[src/rtl/cnt_seq_arb.sv]
// Round-robin sequencer for the shared up/down counter: grants one requester,
// loads its start value, steps to its stop value. Optional timeout: CNT_SEQ_TIMEOUT_EN.
module cnt_seq_arb #(
    parameter int WIDTH = 4
) (
    input  logic             clk,
    input  logic             rst,
    input  logic             req0,
    input  logic             req1,
    input  logic [WIDTH-1:0] start0,
    input  logic [WIDTH-1:0] start1,
    input  logic [WIDTH-1:0] stop0,
    input  logic [WIDTH-1:0] stop1,
    input  logic             dir0,
    input  logic             dir1,
    output logic [1:0]       grant,
    output logic [1:0]       done,
    output logic             err,
    output logic             busy,
    input  logic [WIDTH-1:0] count,
    output logic             load,
    output logic             up_down,
    output logic [WIDTH-1:0] data
);

    typedef enum logic [1:0] {IDLE, LOAD, RUN, DONE} state_t;

    state_t           state, state_nx;
    logic [WIDTH-1:0] start_q, stop_q;
    logic             dir_q;
    logic             rr_ptr;
    logic             win1;
    logic             match;
    logic             tmo;

    // requester 1 wins when alone, or when both ask and the pointer favours it
    assign win1  = req1 & (~req0 | rr_ptr);
    assign match = (count == stop_q);

`ifdef CNT_SEQ_TIMEOUT_EN
    localparam logic [WIDTH:0] TMO_LAST = {1'b1, {WIDTH{1'b0}}};
    logic [WIDTH:0] rcnt;

    assign tmo = (state == RUN) && !match && (rcnt == TMO_LAST);

    always_ff @(posedge clk or posedge rst) begin
        if (rst) begin
            rcnt <= '0;
            err  <= 1'b0;
        end else begin
            err <= tmo;
            if (state == LOAD)
                rcnt <= '0;
            else if (state == RUN)
                rcnt <= rcnt + 1'b1;
        end
    end
`else
    assign tmo = 1'b0;
    assign err = 1'b0;
`endif

    always_comb begin
        state_nx = state;
        unique case (state)
            IDLE: if (req0 | req1) state_nx = LOAD;
            LOAD: state_nx = RUN;
            RUN:  if (match || tmo) state_nx = DONE;
            DONE: state_nx = IDLE;
            default: state_nx = IDLE;
        endcase
    end

    always_ff @(posedge clk or posedge rst) begin
        if (rst) begin
            state   <= IDLE;
            grant   <= '0;
            start_q <= '0;
            stop_q  <= '0;
            dir_q   <= 1'b0;
            rr_ptr  <= 1'b0;
        end else begin
            state <= state_nx;
            if (state == IDLE && (req0 | req1)) begin
                grant   <= win1 ? 2'b10 : 2'b01;
                start_q <= win1 ? start1 : start0;
                stop_q  <= win1 ? stop1 : stop0;
                dir_q   <= win1 ? dir1 : dir0;
                rr_ptr  <= ~win1;
            end else if (state == DONE) begin
                grant <= '0;
            end
        end
    end

    // counter controls are forced quiet while reset is asserted
    always_comb begin
        load    = 1'b0;
        up_down = 1'b0;
        data    = '0;
        if (!rst) begin
            unique case (state)
                IDLE, DONE: begin
                    load = 1'b1;
                    data = count;
                end
                LOAD: begin
                    load    = 1'b1;
                    data    = start_q;
                    up_down = dir_q;
                end
                RUN: begin
                    if (match || tmo) begin
                        load = 1'b1;
                        data = count;
                    end else begin
                        up_down = dir_q;
                    end
                end
                default: begin
                    load = 1'b1;
                    data = count;
                end
            endcase
        end
    end

    assign done = (state == DONE) ? grant : 2'b00;
    assign busy = (state != IDLE);

endmodule

[config.mk]
export PLATFORM = sky130hd
export DESIGN_NAME = cnt_seq_arb
export DESIGN_NICKNAME = d
export VERILOG_FILES = /design/src/rtl/cnt_seq_arb.sv
export SDC_FILE = /design/constraint.sdc
export NUM_CORES = 1
export LEC_CHECK = 0
export ABC_AREA = 1
export CORE_UTILIZATION = 42
export CTS_CLUSTER_DIAMETER = 30
export DETAILED_ROUTE_END_ITERATION = 8
export PLACE_DENSITY = 0.82
export SYNTH_ARGS = -nofsm -noshare
export SYNTH_HDL_FRONTEND = slang
export SYNTH_SLANG_ARGS = --single-unit
[constraint.sdc]
create_clock -name clk -period 1.7 [get_ports clk]
set_clock_uncertainty 0.1 [all_clocks]
set_input_delay 0.51 -clock clk [delete_from_list [all_inputs] [get_ports clk]]
set_output_delay 0.51 -clock clk [all_outputs]
set_load 0.005 [all_outputs]
Word-level counts from Yosys, hierarchy flattened. Index checks and enable logic that the tools add are counted.

Bitwise operators: 5. Equality and inequality tests: 6. Reductions and logical operators: 7. Multiplexer cells: 19.

Operators by type and width (number): $mux 4 (4); $mux 2 (6); $pmux 4 s3 (1); $pmux 2 s4 (1); $mux 1 (5); $eq 2x2->1 const B (2); $eq 4x4->1 (1); $pmux 1 s2 (2); $reduce_bool 2->1 (2); $reduce_or 3->1 (1); $eq 2x1->1 const B (1); $logic_not 2->1 (1); $ne 2x1->1 const B (1); $ne 2x2->1 const B (1); $not 1->1 (2); $or 1x1->1 (2); $reduce_and 2->1 (1); $reduce_or 2->1 (1); $and 1x1->1 (1); $logic_and 1x1->1 (1).

Logic and storage cells: 43. Output and inout port bits: 12. Flip-flop bits (word level): 14.

Longest topological paths before layout.
Depth after elaboration: 5. Gate-level depth with buffers: 9.

Least setup slack after synthesis. Ideal clock, no wire load.

Path kind: input-to-output. Start point: in rst. End point: out up_down. Stages: 3. Data required time: 1.090 ns. Data arrival time: 1.085 ns. Path slack: 0.005 ns. Cells stage by stage: inv_1 -> nand3_1 -> nor2_1.

Longest elaborated chain between the ends: 1.

Ends and longest elaborated chain: start, declared (line 7) `input logic rst,`; $mux 1 (line 101) `if (!rst) begin`; end, declared (line 22) `output logic up_down,`.

No other way between the ends.

Final worst setup path.
Start point: reg state[0]. End point: out data[0].

Longest elaborated chain between the ends: 4. Elaborated cells on any way between the ends: 7. Classes of those cells: 3 x eq/ne; 2 x mux; 2 x reduce/logical.

Ends and longest elaborated chain: start, declared (line 28) `state_t state, state_nx;`; start signal, assigned (line 83) `state <= state_nx;`; $eq 2x2->1 or $logic_not 2->1 (tied branches) (line 102) `unique case (state)`; $reduce_or 2->1; $pmux 4 s3 * (line 102); $mux 4 * (line 101); end, declared (line 23) `output logic [WIDTH-1:0] data`.

Every way passes the cells marked *; elsewhere a longest branch is shown, timed or not.

==> metrics.txt <==
overall overflow remaining after global route=0; Die W=48.48 um; Yosys top cell area share=38.62%; WL per Instance=12.59 um; I/O Buffers=36; Hold Slack=0.4050 ns; Final Cell Area=1528 um^2; Area Overhead vs Synth=68.41%; Hold Startpoint=start_q[3]; #FFs+latches synth=14; Slew Limit Fails=0; gr usage total=27.12%; FF-to-FF path depth=12; flop2flop setup slack=0.12 ns; Register Area=350.3 um^2; CTS tree=yes; Post-synth EDFFs=0; 1st-iter DRT viols=17; CP required=1.09 ns; YS warnings=0; WP data arrival=1.52 ns; Max stage delay cell, worst path=dfrtp_1; status=complete, but fails checks; hold path depth=2; reg-to-reg endpoint=state[0]; vias=1,018; total CTS buffers=3; # H-tree levels=1; share of cells above drive strength 1=34.04%; Clock Sink Count=14; clk_lat worst skew=0.29 ns; area leader, netlist=dfrtp_1; Final HPWL DP=1.851 mm; WS Path Type=reg2out; Critical Path Sink Type=output pin; CP max stage delay=0.42 ns; Final WS setup=-0.4263 ns; worst min path class=reg2reg; via/cell ratio=4.735; Area contributors post-synth=dfrtp_1 (39%), inv_1 (15%), nand2_1 (13%); Fillers=142; IR drop worst, VDD=1091 uV; dominant cell by count in the synthesized netlist=inv_1; combined area of the multi-input logic cells=481.7 um^2; Syn Nets=158; gpl congestion=0.8363; placed instance area=1394 um^2; Final nets=219; sequential element share of the synthesized area=38.62%; CTS clock-pin slew for the worst setup and hold paths=0.09 ns; Bufs on Longest Clock Path=2; root buf cell=clkbuf_4; RSZ-0062 raised after global routing=yes; largest net degree at the start of global routing=15; die outline height=48.48 um; fin crit share=125.1%; Synth Cell Area=907.1 um^2; Most used DFF post-synth=dfrtp_1; hold path endpoint=start_q[3]; Commonest cells post-synth=inv_1 (37), nand2_1 (32), dfrtp_1 (14), o221ai_1 (9), nand3_1 (8); Max Cap Viol=0; asr flop ratio synth=100.0%; Final ANT Viol Nets=0; final hold viol count=0; hold buffer count at CTS=0; total instance count after detailed placement=203; drt first pass iters=4; vias in the first global route=1,084; core region area=2002 um^2; diode count=0; initial core utilization=45.31%; Routed WL=2.706 mm; DRC viols=0; row count=16; syn_area_per_cell=7.087 um^2; minimum clock period=2.126 ns; Power Density=1552 nW/um^2; fin cells=215; CP Launch Type=flop; crit-path cells=inv_2, ha_4, nand3_1, nand2_2, nand2_2, a21oi_2, buf_2; initial antenna violation count=0; post-synth cell types=18; Synth Instances=128; Max Freq=0.4703 GHz; final setup vio count=9; first-pass GRT wire length=4.705 mm; Leak Pwr=0.8366 nW; critical path's most frequent cell=nand2_2; worst-path fanout max=4; failing checks=setup timing; Top Ports=38; FF-to-FF Start=stop_q[0]; total die area=2350 um^2
layer usage:
layer	wire length, um	vias up	track usage [%]	share of wire [%]
met2	1477	23	51.41	55
met3	74	4	3.774	2.7
met4	44	0	15.20	1.6
met1	1109	478	28.43	41
li1	-	513	-	-
met5	0	-	0	0
cells in the final DEF (no fill, tap or decap):
| cell type | Yosys | layout |
|---|---|---|
| a21oi_1 | 6 | 3 |
| a21oi_2 | 0 | 3 |
| buf_2 | 1 | 11 |
| buf_4 | 1 | 18 |
| buf_6 | 0 | 5 |
| clkbuf_2 | 0 | 1 |
| clkbuf_4 | 0 | 3 |
| clkbuf_8 | 0 | 1 |
| clkdlybuf4s50_1 | 0 | 21 |
| conb_1 | 1 | 1 |
| dfrtp_1 | 14 | 14 |
| dlygate4sd2_1 | 0 | 2 |
| ha_4 | 0 | 4 |
| inv_1 | 37 | 34 |
| inv_2 | 2 | 5 |
| nand2_1 | 32 | 26 |
| nand2_2 | 1 | 7 |
| nand3_1 | 8 | 7 |
| nand3_2 | 0 | 1 |
| nor2_1 | 4 | 3 |
| nor2_2 | 2 | 3 |
| o211ai_1 | 1 | 1 |
| o211ai_2 | 1 | 1 |
| o21ai_0 | 3 | 3 |
| o221ai_1 | 9 | 9 |
| or2_2 | 1 | 1 |
sequential cells by signal, summed over array words and instances, names as in the netlist:
| name | count |
|---|---|
| stop_q | 4 |
| start_q | 4 |
| dir_q | 1 |
| rr_ptr | 1 |
| state | 2 |
| grant | 2 |
worst max-delay path, delay by kind of cell (launching register included):
family / cells / cell delay, ns
buffers and inverters: 2 / 0.25
DFF: 1 / 0.42
AOI/OAI and AO/OA: 1 / 0.13
and+or+nand+nor: 3 / 0.26
adders and majority gates: 1 / 0.16
where the power goes:
| part | switching (mW) | leakage, nW | total, mW | internal [mW] |
|---|---|---|---|---|
| Combinational | 0.747 | 0.642 | 1.52 | 0.770 |
| Clock | 0.120 | 0.0210 | 0.250 | 0.130 |
| Sequential | 0.107 | 0.174 | 0.603 | 0.496 |
| Total | 0.974 | 0.837 | 2.37 | 1.40 |
repair_timing:
action | 4_1_cts | 5_1_grt
setup endpoints to repair | 11 | 11
pin swaps | 16 | 5
setup buffers | 11 | 4
gates cloned | 0 | 0
resized for setup | 74 | 13
worst max path at each step:
stage | startpoint | cells after the start | endpoint
5_1_grt | stop_q[0] | 9 | data[2]
3_3_place_gp | count[2] | 10 | data[0]
2_1_floorplan | rst | 3 | up_down
3_5_place_dp | count[0] | 10 | data[0]
6_report | state[0] | 7 | data[0]
4_1_cts | stop_q[0] | 8 | data[2]
through the flow:
step	TNS, ns	power [mW]	utilization, %	worst slack [ns]
after detailed placement	-9.234	1.788	69.63	-1.163
after global routing	-3.364	2.568	76.31	-0.5260
after global placement	-8.490	1.741	69.63	-1.071
final	-2.676	2.370	76.31	-0.4263
after CTS	-3.190	2.375	77.38	-0.3947
after floorplan	0	1.239	-	0.005296
cells by family after synthesis:
family	Yosys count	synth area share (%)
adder cells (fa/ha/maj)	4	5.517
buffers and inverters	41	17.52
AND/OR/NAND/NOR	48	22.07
other	1	0.4134
AO/OA/AOI/OAI	20	15.86
flip-flops	14	38.62
cell type report:
cell class | count | share of cell area, %
well taps | 27 | 2.211
flip-flops and latches | 14 | 22.93
repair buffers | 58 | 31.37
multi-input cells | 73 | 31.53
inverters | 39 | 9.582
clock buffers | 4 | 2.375
No activity file was read; power rests on OpenSTA's default activity.
==> variant 1 (config.mk and constraints unchanged) <==
The 4 states of `state_t` get a one-hot encoding in 4 bits.
--- a/src/rtl/cnt_seq_arb.sv
+++ b/src/rtl/cnt_seq_arb.sv
@@ -23,7 +23,7 @@
     output logic [WIDTH-1:0] data
 );
 
-    typedef enum logic [1:0] {IDLE, LOAD, RUN, DONE} state_t;
+    typedef enum logic [3:0] {IDLE = 4'b0001, LOAD = 4'b0010, RUN = 4'b0100, DONE = 4'b1000} state_t;
 
     state_t           state, state_nx;
     logic [WIDTH-1:0] start_q, stop_q;
Behaviour: no difference found for any inputs over 10 cycles, from zero or initial values and one cycle with rst high; not proved beyond that.
==> variant 1 against the unedited design <==
- the flow still finishes with violations (setup timing)
- register-to-register slack lost 0.62 ns
- power increased by 29%
- routed wire length is 57% higher
- area after synthesis grew 2.3%
- design area is 17% higher
- maximum frequency decreased by 8.2%
- sequential cell count is 2 higher
- core utilization grew 12 points
- worst setup slack worse by 0.19 ns
- largest cell class is now non-clock buffers
==> variant 1: results (changes against the unedited design) <==
Setup crit start stop_q[3]; ranking of synthesized cells by area dfrtp_1 40%, nand2_1 16%, nand3_1 11%; TNS Setup -5.00 ns (-2.32 ns); setup slack after placement -1.16 ns (+0.00693 ns); post-synthesis sequential area ratio 43.3% (+4.6 points); placed insts 202 (-0.49%); fin cells 228 (+6.0%); WP data arrival 1.71 ns (+0.19 ns); DR iter-0 viols 63 (+46); failing checks setup timing; CP max FO 5 (+1); Mapped Cells 123 (-3.9%); share of cells above drive strength 1 46.8% (+13 points); leading cell types by count after synthesis 39 x nand2_1, 20 x nand3_1, 16 x inv_1, 15 x dfrtp_1, 7 x nor2_1; first-pass GRT wire length 5.70 mm (+21%); status finished, violations left; wire length per cell 18.6 um (+48%); Total GRT Usage 31.9% (+4.8 points); P_leak 0.877 nW (+4.8%); GPL Wtd Cong 0.813 (-2.8%); Worst Min Path Start start_q[1]; largest net degree at the start of global routing 10 (-5); Nets 228 (+4.1%); setup ws final -0.615 ns (-0.189 ns); Net Count, Synth 149 (-5.7%); total number of vias 1278 (+26%); Metal-1 WL 1.48 mm (+33%); DP Wirelength 2.04 mm (+10%); final setup fails 11 (+2); WL met3 301 um (+310%); maximum VDD drop 0.00146 V (+34%); post-placement cell area 1470 um2 (+5.4%)
==> variant 1: path summary, 6_finish.rpt <==
kind	cells past startpoint	endpoint	slack (ns)
setup / recovery	9	data[0]	-0.62
hold / removal	2	start_q[1]	0.43
setup reg to reg	14	stop_q[3]	-0.50
hold reg to reg	2	start_q[1]	0.43
max in group asynchronous	3	state[0]	0.62
min in group asynchronous	3	state[2]	0.67
==> variant 1: timing repair <==
item                                    4_1_cts  5_1_grt
setup buffers                                21        3
endpoints found under the setup margin       11       21
cloned                                        0        1
resized for setup                            76       29
pin swaps                                    14       16
==> variant 1: final cells by class <==
type	count	area (um2)
fillers	90	231
flip-flops and latches	16	402
multi-input cells	87	556
repair buffers	76	691
clock buffers	4	36.3
inverters	18	72.6
well taps	27	33.8
==> variant 1: power breakdown <==
group / switching (mW) / internal, mW / leakage, nW
clock network: 0.144 / 0.131 / 0.0210
logic: 1.00 / 1.06 / 0.659
registers: 0.136 / 0.573 / 0.197
==> variant 1: critical path: stages (launching register included) <==
cell	delay (ns)
dfrtp_1	0.45
inv_2	0.07
nand2_2	0.09
nand2_2	0.07
nor2_4	0.11
nand2_2	0.08
nand2_4	0.10
nand3_1	0.13
a21oi_2	0.16
buf_2	0.15
==> variant 1: per-layer routing <==
layer	track usage, %	vias up
met5	0	-
met4	28.9	0
met3	6.54	41
met2	53.2	96
met1	33.6	588
li1	-	553
==> variant 1: cells by family after synthesis <==
| group | after synthesis | synth area share [%] |
|---|---|---|
| other | 1 | 0.404 |
| DFF | 16 | 43.3 |
| buffers and inverters | 21 | 9.84 |
| and+or+nand+nor | 72 | 37.6 |
| AOI/OAI and AO/OA | 13 | 8.89 |
==> variant 2 (same flow settings) <==
Made on the original files. `WIDTH`: 4 -> 6.
--- a/src/rtl/cnt_seq_arb.sv
+++ b/src/rtl/cnt_seq_arb.sv
@@ -1,7 +1,7 @@
 // Round-robin sequencer for the shared up/down counter: grants one requester,
 // loads its start value, steps to its stop value. Optional timeout: CNT_SEQ_TIMEOUT_EN.
 module cnt_seq_arb #(
-    parameter int WIDTH = 4
+    parameter int WIDTH = 6
 ) (
     input  logic             clk,
     input  logic             rst,
Interface: changed (6 resized); port bits go from 38 to 50. The function was not compared with the original's and may differ.
==> variant 2 against the unedited design <==
- the flow still finishes with violations (setup timing)
- synthesized cell count rose by 27%
- core utilization fell by 0.45 points
- first-iteration DRC count rose by 110%
- area after synthesis rose by 34%
- worst setup slack got worse by 0.13 ns
- via count rose by 35%
- sequential cell count rose by 4
- power rose by 36%
- clock power fell by 13%
- design area rose by 37%
- global-route usage fell by 0.86 points
- routed wire length rose by 42%
==> variant 2: results (changes against the unedited design) <==
WL met3 197 um (+170%); first-pass GRT wire length 6.47 mm (+38%); ranking of synthesized cells by area dfrtp_1 37%, nand2_1 13%, inv_1 11%; post-synthesis sequential area ratio 37.0% (-1.6 points); CP max FO 3 (-1); Min-Delay Endpoint start_q[4]; wire length per cell 14.0 um (+11%); Top delay family on crit path buffers and inverters; status finished, violations left; Worst R2R Setup Slack -0.07 ns (-0.19 ns); uppermost layer routed met4; Net Count, Synth 203 (+28%); Critical Path Max Stage Delay 0.21 ns (-0.21 ns); WP data arrival 1.65 ns (+0.13 ns); Metal-1 WL 1.51 mm (+36%); number of port buffers 48 (+33%); launch point of the worst reg-to-reg path state[0]; r2r endpoint stop_q[4]; setup ws final -0.556 ns (-0.130 ns); unique cell type count in the Yosys netlist 20 (+2); share of cells above drive strength 1 42.8% (+8.8 points); failing checks setup timing; maximum VDD drop 0.00125 V (+14%); top flop regs start_q x6, stop_q x6; DR iter-0 viols 35 (+18); GPL Wtd Cong 0.923 (+10%); met2 routed wirelength 2.05 mm (+39%); Worst Min Path Start start_q[4]; P_leak 1.07 nW (+28%); total number of vias 1374 (+35%); final setup fails 24 (+15); Clock transition at path regs 0.11 ns (+0.02 ns); Detailed Routing Iterations Pass 1 5 (+1); DP Wirelength 2.60 mm (+41%); leading cell types by count after synthesis 42 x nand2_1, 35 x inv_1, 18 x dfrtp_1, 16 x nand3_1, 9 x a21oi_1; Nets 285 (+30%); largest net degree at the start of global routing 19 (+4); Worst R2R Path Depth 9 (-3); # fillers 223 (+57%); post-placement cell area 1910 um2 (+37%); Crit-path slowest cell clkdlybuf4s15_2; hold path cells 2 (unchanged)
-- variant 2: cell types whose count changed after synthesis, sizes merged, moves of 2 or more --
cell / delta
dfrtp: +4
a21oi: +4
nand2: +9
nand3: +8
o221ai: -4
buf: +2
nor2: +2
inv: -2
clkbuf: +3
o211ai: +6
-- variant 2: through the flow --
stage	cells	hold slack [ns]	setup slack (ns)	total power [mW]	setup TNS, ns
after floorplan	163	0.361	-0.0882	1.74	-1.15
after global placement	259	0.386	-1.17	2.40	-14.60
after detailed placement	259	0.388	-1.17	2.45	-15.21
after CTS	273	0.416	-0.554	3.01	-4.34
after global routing	274	0.439	-0.704	3.47	-7.05
final	274	0.417	-0.556	3.23	-4.82
-- variant 2: repair_timing --
item                                    in CTS  in global routing
endpoints found under the setup margin      27                 29
hold buffers                                 0                  0
gates resized for setup                     83                 24
cloned                                       0                  0
buffers inserted                            16                  4
pin swaps                                   14                  8
-- variant 2: report_power, final --
group / total, mW / leakage [nW] / internal, mW / switching (mW)
combinational: 2.24 / 0.834 / 1.17 / 1.07
sequential: 0.771 / 0.221 / 0.637 / 0.133
clock: 0.217 / 0.0138 / 0.0823 / 0.134
total: 3.23 / 1.07 / 1.89 / 1.33
-- variant 2: layer usage --
metal	track usage (%)	vias up
met3	3.95	8
met4	8.36	0
li1	-	668
met2	48.4	55
met1	31.2	643
met5	0	-
-- variant 2: logic make-up (layout without fill, tap and decap cells) --
family                   count (synthesis)  after routing  synth area share, %
AND/OR/NAND/NOR                         69             69                 23.6
buffers and inverters                   44            124                 16.2
AO/OA/AOI/OAI                           26             26                 18.1
flip-flops                              18             18                 37.0
adder cells (fa/ha/maj)                  4              4                 4.12
other                                    1              1                0.308
XOR/XNOR                                 1              1                0.720
-- variant 2: worst max path at each step --
stage | start | end | slack (ns) | depth (start not counted)
after CTS | stop_q[5] | data[3] | -0.55 | 11
after floorplan | state[0] | dir_q | -0.09 | 10
after detailed placement | count[5] | data[3] | -1.17 | 10
after global routing | stop_q[4] | data[3] | -0.70 | 11
final | count[4] | data[3] | -0.56 | 12
after global placement | count[2] | data[3] | -1.17 | 10
-- variant 2: final cells by class --
| class | count | area (um2) | area share [%] |
|---|---|---|---|
| repair buffers | 84 | 719 | 34.4 |
| multi-input cells | 101 | 713 | 34.1 |
| flip-flops and latches | 18 | 450 | 21.5 |
| inverters | 37 | 148 | 7.06 |
| well taps | 31 | 38.8 | 1.85 |
| clock buffers | 3 | 22.5 | 1.08 |
-- variant 2: worst min-delay path, cell delays in order, from the launching register on --
cell and delay (ns):
dfrtp_1 0.37, nand2_1 0.07, o211ai_2 0.05
